==> src/rtl/serial_bit_feeder.sv <==
// serial_bit_feeder
//   Parallel-to-serial front end. Accepts WIDTH-bit words on a valid/ready
//   handshake and emits them MSB-first, one bit per clock, on x. A one-entry
//   holding register queues the next word so consecutive frames stream with
//   no idle cycle between them.
//
//   Optional feature: define SER_PARITY_EN to append an even-parity bit
//   (XOR of the word) after the data bits. done then marks the parity bit.
//
// Ports
//   clk        in   rising-edge clock
//   rst        in   asynchronous, active-high reset
//   data_in    in   word to serialize, sampled on handshake
//   load_valid in   data_in valid
//   load_ready out  holding register empty
//   x          out  serial bit (0 when x_valid is low)
//   x_valid    out  x carries a frame bit
//   done       out  last bit of the frame is on x this cycle
//   busy       out  shifter or holding register occupied
module serial_bit_feeder #(
  parameter int WIDTH = 8
) (
  input  logic             clk,
  input  logic             rst,
  input  logic [WIDTH-1:0] data_in,
  input  logic             load_valid,
  output logic             load_ready,
  output logic             x,
  output logic             x_valid,
  output logic             done,
  output logic             busy
);

  localparam int CW = $clog2(WIDTH + 1);

`ifdef SER_PARITY_EN
  typedef enum logic [1:0] {IDLE = 2'd0, SHIFT = 2'd1, PAR = 2'd2} state_t;
`else
  typedef enum logic {IDLE = 1'b0, SHIFT = 1'b1} state_t;
`endif

  state_t           state, state_n;
  logic [WIDTH-1:0] sh, sh_n;       // bits still to be presented, MSB first
  logic [CW-1:0]    cnt, cnt_n;     // bits still to be presented
  logic [WIDTH-1:0] hold, hold_n;
  logic             hold_full, hold_full_n;
  logic             x_n, x_valid_n, done_n;
  logic             hs, direct;
  logic [WIDTH-1:0] src;
`ifdef SER_PARITY_EN
  logic             par, par_n;
`endif

  assign load_ready = !hold_full;
  assign hs         = load_valid && !hold_full;
  assign busy       = (state != IDLE) || hold_full;

  always_comb begin
    state_n     = state;
    sh_n        = sh;
    cnt_n       = cnt;
    hold_n      = hold;
    hold_full_n = hold_full;
    x_n         = x;
    x_valid_n   = x_valid;
    done_n      = 1'b0;
    direct      = 1'b0;
    src         = data_in;
`ifdef SER_PARITY_EN
    par_n       = par;
`endif
    case (state)
      IDLE: begin
        x_n       = 1'b0;
        x_valid_n = 1'b0;
        direct    = hs;
      end
      SHIFT: begin
        if (cnt == '0) begin
          // Tail cycle: the frame's last bit is on x. A queued word (or one
          // arriving now) starts at this edge so there is no gap.
          if (hold_full) begin
            direct      = 1'b1;
            src         = hold;
            hold_full_n = 1'b0;
          end else if (hs) begin
            direct = 1'b1;
          end else begin
            state_n   = IDLE;
            x_n       = 1'b0;
            x_valid_n = 1'b0;
          end
        end else begin
          x_n   = sh[WIDTH-1];
          sh_n  = {sh[WIDTH-2:0], 1'b0};
          cnt_n = cnt - CW'(1);
          if (cnt == CW'(1)) begin
`ifdef SER_PARITY_EN
            state_n = PAR;
`else
            done_n = 1'b1;
            // Reload with cnt=WIDTH: the next edge presents the new MSB.
            if (hold_full) begin
              sh_n        = hold;
              cnt_n       = CW'(WIDTH);
              hold_full_n = 1'b0;
            end
`endif
          end
        end
      end
`ifdef SER_PARITY_EN
      PAR: begin
        x_n     = par;
        done_n  = 1'b1;
        state_n = SHIFT;            // cnt is 0 here, so SHIFT means tail
        if (hold_full) begin
          sh_n        = hold;
          cnt_n       = CW'(WIDTH);
          hold_full_n = 1'b0;
          par_n       = ^hold;
        end
      end
`endif
      default: state_n = IDLE;
    endcase

    if (direct) begin
      sh_n      = {src[WIDTH-2:0], 1'b0};
      x_n       = src[WIDTH-1];
      x_valid_n = 1'b1;
      cnt_n     = CW'(WIDTH - 1);
      state_n   = SHIFT;
`ifdef SER_PARITY_EN
      par_n     = ^src;
`endif
    end

    // Word not taken by the shifter goes to the holding register.
    if (hs && !direct) begin
      hold_n      = data_in;
      hold_full_n = 1'b1;
    end
  end

  always_ff @(posedge clk or posedge rst) begin
    if (rst) begin
      state     <= IDLE;
      sh        <= '0;
      cnt       <= '0;
      hold      <= '0;
      hold_full <= 1'b0;
      x         <= 1'b0;
      x_valid   <= 1'b0;
      done      <= 1'b0;
`ifdef SER_PARITY_EN
      par       <= 1'b0;
`endif
    end else begin
      state     <= state_n;
      sh        <= sh_n;
      cnt       <= cnt_n;
      hold      <= hold_n;
      hold_full <= hold_full_n;
      x         <= x_n;
      x_valid   <= x_valid_n;
      done      <= done_n;
`ifdef SER_PARITY_EN
      par       <= par_n;
`endif
    end
  end

endmodule

==> config.mk <==
export PLATFORM = sky130hd
export DESIGN_NAME = serial_bit_feeder
export DESIGN_NICKNAME = d
export VERILOG_FILES = /design/src/rtl/serial_bit_feeder.sv
export SDC_FILE = /design/constraint.sdc
export NUM_CORES = 1
export LEC_CHECK = 0
export ABC_AREA = 1
export CAP_MARGIN = 0
export CORE_ASPECT_RATIO = 1.2
export CORE_MARGIN = 10
export CORE_UTILIZATION = 55
export CTS_CLUSTER_SIZE = 12
export DETAILED_ROUTE_END_ITERATION = 8
export GPL_TIMING_DRIVEN = 0
export PLACE_DENSITY = 0.84
export SLEW_MARGIN = 0
export SYNTH_ARGS = -nofsm -noshare
export SYNTH_HDL_FRONTEND = slang
export SYNTH_SLANG_ARGS = --single-unit
==> constraint.sdc <==
create_clock -name clk -period 1.8 [get_ports clk]
set_input_delay 0.27 -clock clk [delete_from_list [all_inputs] [get_ports clk]]
set_output_delay 0.27 -clock clk [all_outputs]
set_load 0.005 [all_outputs]
* After elaboration in Yosys (flattened, before gate mapping) *
Cells that the tools add are included.

storage, ports and cells
  register bits = 25
  latch bits = 0
  bits in writable memories = 0
  bits in read-only memories = 0
  input port bits = 11
  output and inout bits = 5
  word-level logic and storage cells = 65
  memories = 0

operators by class
  add/sub/neg operators = 1
  $mul = 0
  divide/modulo/power cells = 0
  magnitude comparators = 0
  equality and inequality tests = 7
  shift-type cells = 0
  mux-type cells = 35
  bitwise logic cells = 1
  reductions and logical operators = 13

operator list
  operator                                                                  count
  8-bit 2-to-1 mux                                                          8
  4-bit 2-to-1 mux                                                          5
  1-bit 2-to-1 mux                                                          19
  4-bit inequality test (second input constant)                             2
  3-bit by 2-bit inequality test with 1-bit output (second input constant)  2
  1-bit case mux with 2 select lines                                        3
  2-bit AND reduction                                                       3
  4-bit by 1-bit == test with 1-bit output (second input constant)          1
  4-bit zero test                                                           1
  2-bit nonzero test                                                        2
  4-bit by 1-bit subtractor with 4-bit output (second input constant)       1
  3-bit by 1-bit inequality test with 1-bit output (second input constant)  1
  3-bit AND reduction                                                       1
  3-bit nonzero test                                                        1
  1-bit logical AND                                                         2
  1-bit zero test                                                           2
  2-bit inequality test (second input constant)                             1
  1-bit logical OR                                                          1
  1-bit inverter                                                            1

* Depth between registers and ports, before layout *
Gate-level depths: netlist (run 1).

  depth in word-level cells = 10
  depth in mapped cells = 9
  mapped depth without buffers = 9

* Worst setup path after synthesis (run 1) *
No wires, ideal clock.

  path kind = flip-flop to flip-flop
  start = register cnt[0]
  end = register hold[0]
  data arrival time = 1,238 ps
  path slack = 445 ps
  cell stages (with the launch flop) = 10
  path buffers = 1
  clock period less this slack = 1,355 ps
  cells stage by stage = dfrtp_1 -> inv_1 -> ha_1 -> nand2_4 -> nand2_8 -> inv_6 -> nand2_4 -> buf_6 -> nand2_1 -> o21ai_2

between the ends
  word-level cells in the longest chain between the ends = 5

RTL lines
  item                                RTL line  RTL
  start: declaration                  44        logic [CW-1:0] cnt, cnt_n;
  start signal: assignment            162       cnt <= cnt_n;
  4-bit zero test                     79        if (cnt == '0) begin
  1-bit 2-to-1 mux                    79
  1-bit case mux with 2 select lines  72        case (state)
  1-bit zero test                     140       if (hs && !direct) begin
  1-bit logical AND                   140
  end signal: assignment              163       hold <= hold_n;
  end: declaration                    45        logic [WIDTH-1:0] hold, hold_n;

No other way between the ends.
A chain may end at the register's enable or synchronous reset.

* Worst setup path after layout (run 1) *
  start = register state
  end = output port busy

between the ends
  word-level cells in the longest chain between the ends = 1

RTL lines
  item                      RTL line  RTL
  start: declaration        42        state_t state, state_n;
  start signal: assignment  160       state <= state_n;
  1-bit logical OR          56        assign busy = (state != IDLE) || hold_full;
  end: declaration          31        output logic busy

No other way between the ends.

==> results.md, run 1 <==
- Status: completed
- Htree depth: 1
- Final core utilization: 68.3%
- Most used routing layer in global routing: met2
- Global routing met1 resource utilization: 16.3%
- Count of final setup violators: 0
- Number of vias per cell after detailed routing: 5.33
- Synth Area in Compound Gates: 10.2%
- Transition time at the pin with the least slew margin: 0.921 ns
- Leakage power figure: 0.854 nW
- CTS tree: done
- Cell count after synthesis: 175
- Number of vias after detailed routing: 1,199
- Fin nets: 208
- Total number of clock tree sinks: 25
- Number of buffers inserted to repair setup after CTS: 0
- Worst vdd ir: 0.000888 V
- Overall Power: 2.52 mW
- First-pass detailed-route iteration total: 4
- Met3 Use GR: 1.93%
- Number of enable-type register cells in the synthesized netlist: 0
- Maximum clock rate: 0.575 GHz
- Post-detailed-route count of antenna-violating nets: 0
- Post-layout minimum cycle time: 1.74 ns
- Arrival time at the worst endpoint: 1.47 ns
- Met2 demand-to-capacity share in global routing: 25.1%
- Total global routing track utilization: 14.1%
- Netlist area before placement: 1390 sq um
- YS warnings: 0
- Fin Setup TNS: 0 ns
- # IOs: 16
- Number of placement rows: 19
- Most frequent standard cell in the layout excluding fill and tap cells: nand2_1
- Number of buffers created by CTS: 3
- Post-synthesis share of cell area spent on xor and xnor gates: 0%
- Fraction of the yosys area taken by sequential cells: 45.0%
- Skew final: 0.00223 ns
- Worst min path class: in2async
- Flops & latches, synth: 25
- Number of cells on the worst reg-to-reg path: 9
- Worst reg-to-reg setup slack: 0.21 ns
- Worst-case clock buffer depth: 2
- Vias in the first global route: 1,246
- Power per Cell Area: 1570 nW/um^2
- Max Fanout on Critical Path: 3
- Drt first-iter violations: 62
- Worst r2r src: cnt[0]
- Area added between synthesis and finish: 15.7%
- Remaining global-route overflow: 0
- Pins over their slew limit: 0
- Clock root buffer: clkbuf_4
- Type of element capturing the critical path: output pin
- Routed wirelength normalized by instance count: 13.8 um
- Main flop type after synthesis: dfrtp_1
- Reg2Reg Capture Point: sh[2]
- Arithmetic-cell share of the synthesized area counting full adders, half adders and majority gates: 1.80%
- Starting density of the core: 59.0%
- Horizontal die dimension: 65.9 um
- Final count of hold timing violations: 0
- Per-instance average area after synthesis: 7.94 sq um
- Routed wire length: 3.10 mm
- Required time of the critical path: 1.53 ns
- Height of the chip: 75.0 um
- Combinational family with the most area after synthesis: simple AND/OR/NAND/NOR gates
- Worst relative slew slack: 38.5%
- RSZ-0062 raised after global routing: no
- Number of buffers added on ports: 15
- Overall die area: 4940 sq um
- Post-CTS clock slew at the launch and capture registers of the worst setup and hold paths: 0.13 ns
- Simple-gate portion of the synthesized area: 32.6%
- # resized after CTS: 1
- Ant. Diodes: 0
- Antenna violations before repair: 0
- Max-cap viol count: 0
- Core ar.: 2350 sq um
- Unique cell type count in the Yosys netlist: 23
- First-pass GRT wire length: 5.53 mm
- Ratio of cells with drive above 1 in the final layout: 12.9%
- Maximum number of pins on one net before global-route repair: 26
- Net count of the mapped netlist: 188
- Mux contribution to synthesized area: 0%
- Detail Placement HPWL: 2.32 mm
- Commonest cells after routing, fill and taps aside: 53 x nand2_1, 25 x dfrtp_1, 21 x inv_1, 20 x nand3_1, 15 x clkdlybuf4s50_1
- Final worst-path cycle share: 96.6%
- Final GP Congestion: 0.913
- Asr flop ratio synth: 100%
- CTS Hold Buffers Added: 0
- Crit Path Category: reg2out
- Remaining routing DRC violations: 0
- Clk_lat worst skew: 0.32 ns
- Nature of the critical path startpoint: register
-- per-layer routing --
metal	vias to the layer above	part of all wire, %
met3	6	3.2
li1	599	-
met1	567	41
met4	0	2.1
met2	27	53
met5	-	0
-- worst max-delay path, stage by stage (launching register included) --
cell and delay [ns]:
dfrtp_1 0.49, inv_1 0.09, nand2_1 0.07, clkdlybuf4s50_1 0.49
-- layout make-up --
type | count | area (sq um)
clock buffers | 4 | 26.3
flip-flops and latches | 25 | 626
fillers | 197 | 747
well taps | 31 | 38.8
multi-input cells | 119 | 619
plain buffers | 5 | 42.5
repair buffers | 15 | 150
inverters | 26 | 104
-- worst max path at each step --
stage	from	to	slack, ns	cells after the start
after floorplan	cnt[0]	hold[0]	0.44	9
after global routing	state	busy	0.02	3
after detailed placement	load_valid	hold[2]	0.23	6
after global placement	load_valid	hold[0]	0.23	7
after CTS	hold_full	load_ready	0.03	3
final	state	busy	0.06	3
-- report_power, final --
| group | switching, mW | internal [mW] | leakage, nW |
|---|---|---|---|
| logic | 0.774 | 0.507 | 0.533 |
| clock network | 0.166 | 0.0868 | 0.0150 |
| registers | 0.171 | 0.810 | 0.305 |
-- synthesized netlist by cell type (2+ instances only) --
library cell / number / area, sq um
a21oi_1: 6 / 30.0
buf_2: 2 / 10.0
buf_6: 2 / 22.5
dfrtp_1: 25 / 626
ha_1: 2 / 25.0
inv_1: 22 / 82.6
inv_2: 2 / 7.51
nand2_1: 53 / 199
nand2_4: 4 / 45.0
nand3_1: 20 / 100
nand3_2: 2 / 20.0
nand4_1: 4 / 25.0
nor2_1: 7 / 26.3
o211ai_1: 4 / 30.0
o21ai_0: 8 / 40.0
o21ai_1: 3 / 15.0
o21ai_2: 3 / 26.3
-- cells by family after synthesis --
family,count (synthesis)
adders and majority gates,2
and+or+nand+nor,93
DFF,25
buffers and inverters,31
AOI/OAI and AO/OA,24
-- registers in the layout, indices dropped and copies added (netlist names) --
register,count
x,1
cnt,4
hold,8
x_valid,1
done,1
state,1
sh,8
hold_full,1
-- per-stage QoR --
step	cells	setup slack [ns]	hold slack, ns	cell area [sq um]
2_1_floorplan	175	0.445	0.297	1390
3_3_place_gp	221	0.234	0.457	1580
3_5_place_dp	221	0.234	0.463	1580
4_1_cts	225	0.0277	0.477	1610
5_1_grt	225	0.0187	0.511	1610
6_report	225	0.0620	0.439	1610
No activity file was read; power rests on OpenSTA's default activity.
==> run 2, diff against run 1 <==
CORE_UTILIZATION = 45   (was 55)
CTS_CLUSTER_DIAMETER = 200   (was not set)
PLACE_DENSITY = 0.72   (was 0.84)
==> run 2 against run 1 <==
Against the previous run:
- first-iteration DRC count shrank 39%
- via count shrank 0.42%
- critical path depth grew 6
- flip-flop and latch count unchanged
- sequential power is essentially flat
- die area up 16%
- critical path type is now reg2reg
- critical endpoint is now sh[3]
- highest routed layer unchanged
==> results.md, run 2 (synthesis results as in run 1) <==
- First-pass GRT wire length: 5.31 mm (was 5.53 mm)
- Number of buffers created by CTS: 3 (unchanged)
- Sw Ratio: 43.8% (was 44.2%)
- # IOs: 16 (unchanged)
- Type of element capturing the critical path: register (was output pin)
- Crit path to: sh[3] (was busy)
- Net Switching: 1.10 mW (was 1.11 mW)
- Area added between synthesis and finish: 16.8% (was 15.7%)
- CTS tree: done (unchanged)
- Number of vias per cell after detailed routing: 5.19 (was 5.33)
- Horizontal die dimension: 70.7 um (was 65.9 um)
- Required time of the critical path: 2.03 ns (was 1.53 ns)
- CP Launch Point: cnt[0] (was state)
- Routed wire length: 3.01 mm (was 3.10 mm)
- First-pass detailed-route iteration total: 4 (unchanged)
- Maximum number of pins on one net before global-route repair: 26 (unchanged)
- Fin nets: 208 (unchanged)
- Ratio of cells with drive above 1 in the final layout: 12.9% (unchanged)
- Power per Cell Area: 1540 nW/um^2 (was 1570 nW/um^2)
- Nature of the critical path startpoint: register (unchanged)
- Remaining global-route overflow: 0 (unchanged)
- Final GP Congestion: 0.894 (was 0.913)
- Number of buffers inserted to repair setup after CTS: 0 (unchanged)
- Post-layout minimum cycle time: 1.60 ns (was 1.74 ns)
- Leakage power figure: 0.867 nW (was 0.854 nW)
- Post-CTS clock slew at the launch and capture registers of the worst setup and hold paths: 0.13 ns (about the same)
- Registers with the highest flip-flop counts: hold (8), sh (8), cnt (4) (unchanged)
- Post-detailed-route count of antenna-violating nets: 0 (unchanged)
- Transition time at the pin with the least slew margin: 0.960 ns (was 0.921 ns)
- Height of the chip: 80.9 um (was 75.0 um)
- # resized after CTS: 1 (unchanged)
- Arrival time at the worst endpoint: 1.83 ns (was 1.47 ns)
- Final count of hold timing violations: 0 (unchanged)
- Drt first-iter violations: 38 (was 62)
- Share of power burned in registers: 39.3% (was 39.0%)
- Worst r2r src: cnt[0] (unchanged)
- Commonest cells after routing, fill and taps aside: 53 x nand2_1, 24 x dfrtp_1, 22 x inv_1, 20 x nand3_1, 13 x clkdlybuf4s50_1 (was 53 x nand2_1, 25 x dfrtp_1, 21 x inv_1, 20 x nand3_1, 15 x clkdlybuf4s50_1)
- Ant. Diodes: 0 (unchanged)
- Status: completed (unchanged)
- Detail Placement HPWL: 2.33 mm (was 2.32 mm)
- Crit Path Category: reg2reg (was reg2out)
- Max-cap viol count: 0 (unchanged)
- Number of cells on the worst reg-to-reg path: 9 (unchanged)
- Antenna violations before repair: 0 (unchanged)
- Pins over their slew limit: 0 (unchanged)
- Number of placement rows: 22 (was 19)
- Skew final: 0.00411 ns (was 0.00223 ns)
- RSZ-0062 raised after global routing: no (unchanged)
- Max Fanout on Critical Path: 8 (was 3)
- CTS Hold Buffers Added: 0 (unchanged)
- Power Internal: 1.41 mW (was 1.40 mW)
- Remaining routing DRC violations: 0 (unchanged)
- Number of buffers added on ports: 15 (unchanged)
- Starting density of the core: 46.3% (was 59.0%)
- Overall Power: 2.50 mW (was 2.52 mW)
- Clk_lat worst skew: 0.32 ns (about the same)
- Combinational group share of total power: 50.5% (was 50.9%)
- Routed wirelength normalized by instance count: 13.1 um (was 13.8 um)
- Reg2Reg Capture Point: sh[3] (was sh[2])
- Worst reg-to-reg setup slack: 0.20 ns (was 0.21 ns)
- Total global routing track utilization: 11.0% (was 14.1%)
- Worst-case clock buffer depth: 2 (unchanged)
- Core ar.: 3000 sq um (was 2350 sq um)
- Count of final setup violators: 0 (unchanged)
- Total number of clock tree sinks: 25 (unchanged)
- Sequential cell area in the final layout: 627 sq um (was 626 sq um)
- Worst relative slew slack: 35.9% (was 38.5%)
- Clock root buffer: clkbuf_4 (unchanged)
- Most frequent standard cell in the layout excluding fill and tap cells: nand2_1 (unchanged)
- Filler Cell Count: 280 (was 197)
- Vias in the first global route: 1,232 (was 1,246)
- Multi-input gate area in the final layout: 619 sq um (unchanged)
- Fin Setup TNS: 0 ns (unchanged)
- Clock network fraction of design power: 10.2% (was 10.1%)
- Maximum clock rate: 0.625 GHz (was 0.575 GHz)
- Final worst-path cycle share: 88.9% (was 96.6%)
- Number of placed instances, taps included: 226 (was 221)
- Htree depth: 1 (unchanged)
- Worst min path class: in2async (unchanged)
- Overall die area: 5720 sq um (was 4940 sq um)
- Number of vias after detailed routing: 1,194 (was 1,199)
- Final std cells w/o fill: 230 (was 225)
- Worst vdd ir: 0.000871 V (was 0.000888 V)
## run 2: changes by cell type in the layout (fill, tap and decap cells not counted), sizes merged
cell	before	now
clkdlybuf4s50	15	13
dlymetal6s2s	0	2
## run 2: worst min path at each step
stage,cells past startpoint,to,startpoint,slack [ns]
2_1_floorplan,1,cnt[0],rst,0.30
3_3_place_gp,2,x_valid,x_valid,0.46
5_1_grt,2,cnt[3],rst,0.50
4_1_cts,3,hold[5],data_in[5],0.49
6_report,2,cnt[3],rst,0.45
3_5_place_dp,2,sh[4],sh[4],0.47
## run 2: power groups by stage
stage               registers, mW  logic (mW)  clock network [mW]
floorplan                   0.950       0.952                   0
global placement            0.976        1.22                   0
detailed placement          0.991        1.26                   0
CTS                         0.979        1.27               0.261
global route                 1.02        1.44               0.293
finish                      0.983        1.27               0.256
## run 2: layer usage
metal / part of all wire [%] / global-route usage (%)
met1: 45 / 12.4
met2: 50 / 20.4
met3: 2.5 / 1.22
met4: 1.8 / 4.65
met5: 0 / 0
## run 2: layout make-up
cell class              count  share of cell area (%)
plain buffers               5                    2.85
inverters                  26                    6.40
repair buffers             15                    9.56
well taps                  36                    2.78
multi-input cells         119                    38.2
flip-flops and latches     25                    38.6
clock buffers               4                    1.62
## run 2: metrics by stage
step / util [%] / area [sq um] / hold WS [ns] / setup WS [ns]
2_1_floorplan: - / 1390 / 0.297 / 0.445
3_3_place_gp: 52.8 / 1580 / 0.461 / 0.263
3_5_place_dp: 52.8 / 1580 / 0.470 / 0.216
4_1_cts: 53.8 / 1610 / 0.494 / 0.0203
5_1_grt: 54.1 / 1620 / 0.503 / 0.0417
6_report: 54.1 / 1620 / 0.454 / 0.199
## run 2: worst max-delay path, cell delays in order, from the launching register on
cell	delay, ns
dfrtp_1	0.43
inv_1	0.10
ha_1	0.30
nand2_4	0.11
nand2_8	0.12
nand2_4	0.09
clkinv_2	0.11
nand3_1	0.09
nand3_1	0.09
nand2_1	0.05
==> run 3, diff against run 2 <==
SLEW_MARGIN = not set   (was 0)
==> results of run 3 <==
The final DEF is identical to that of run 2; final timing and power are the same.
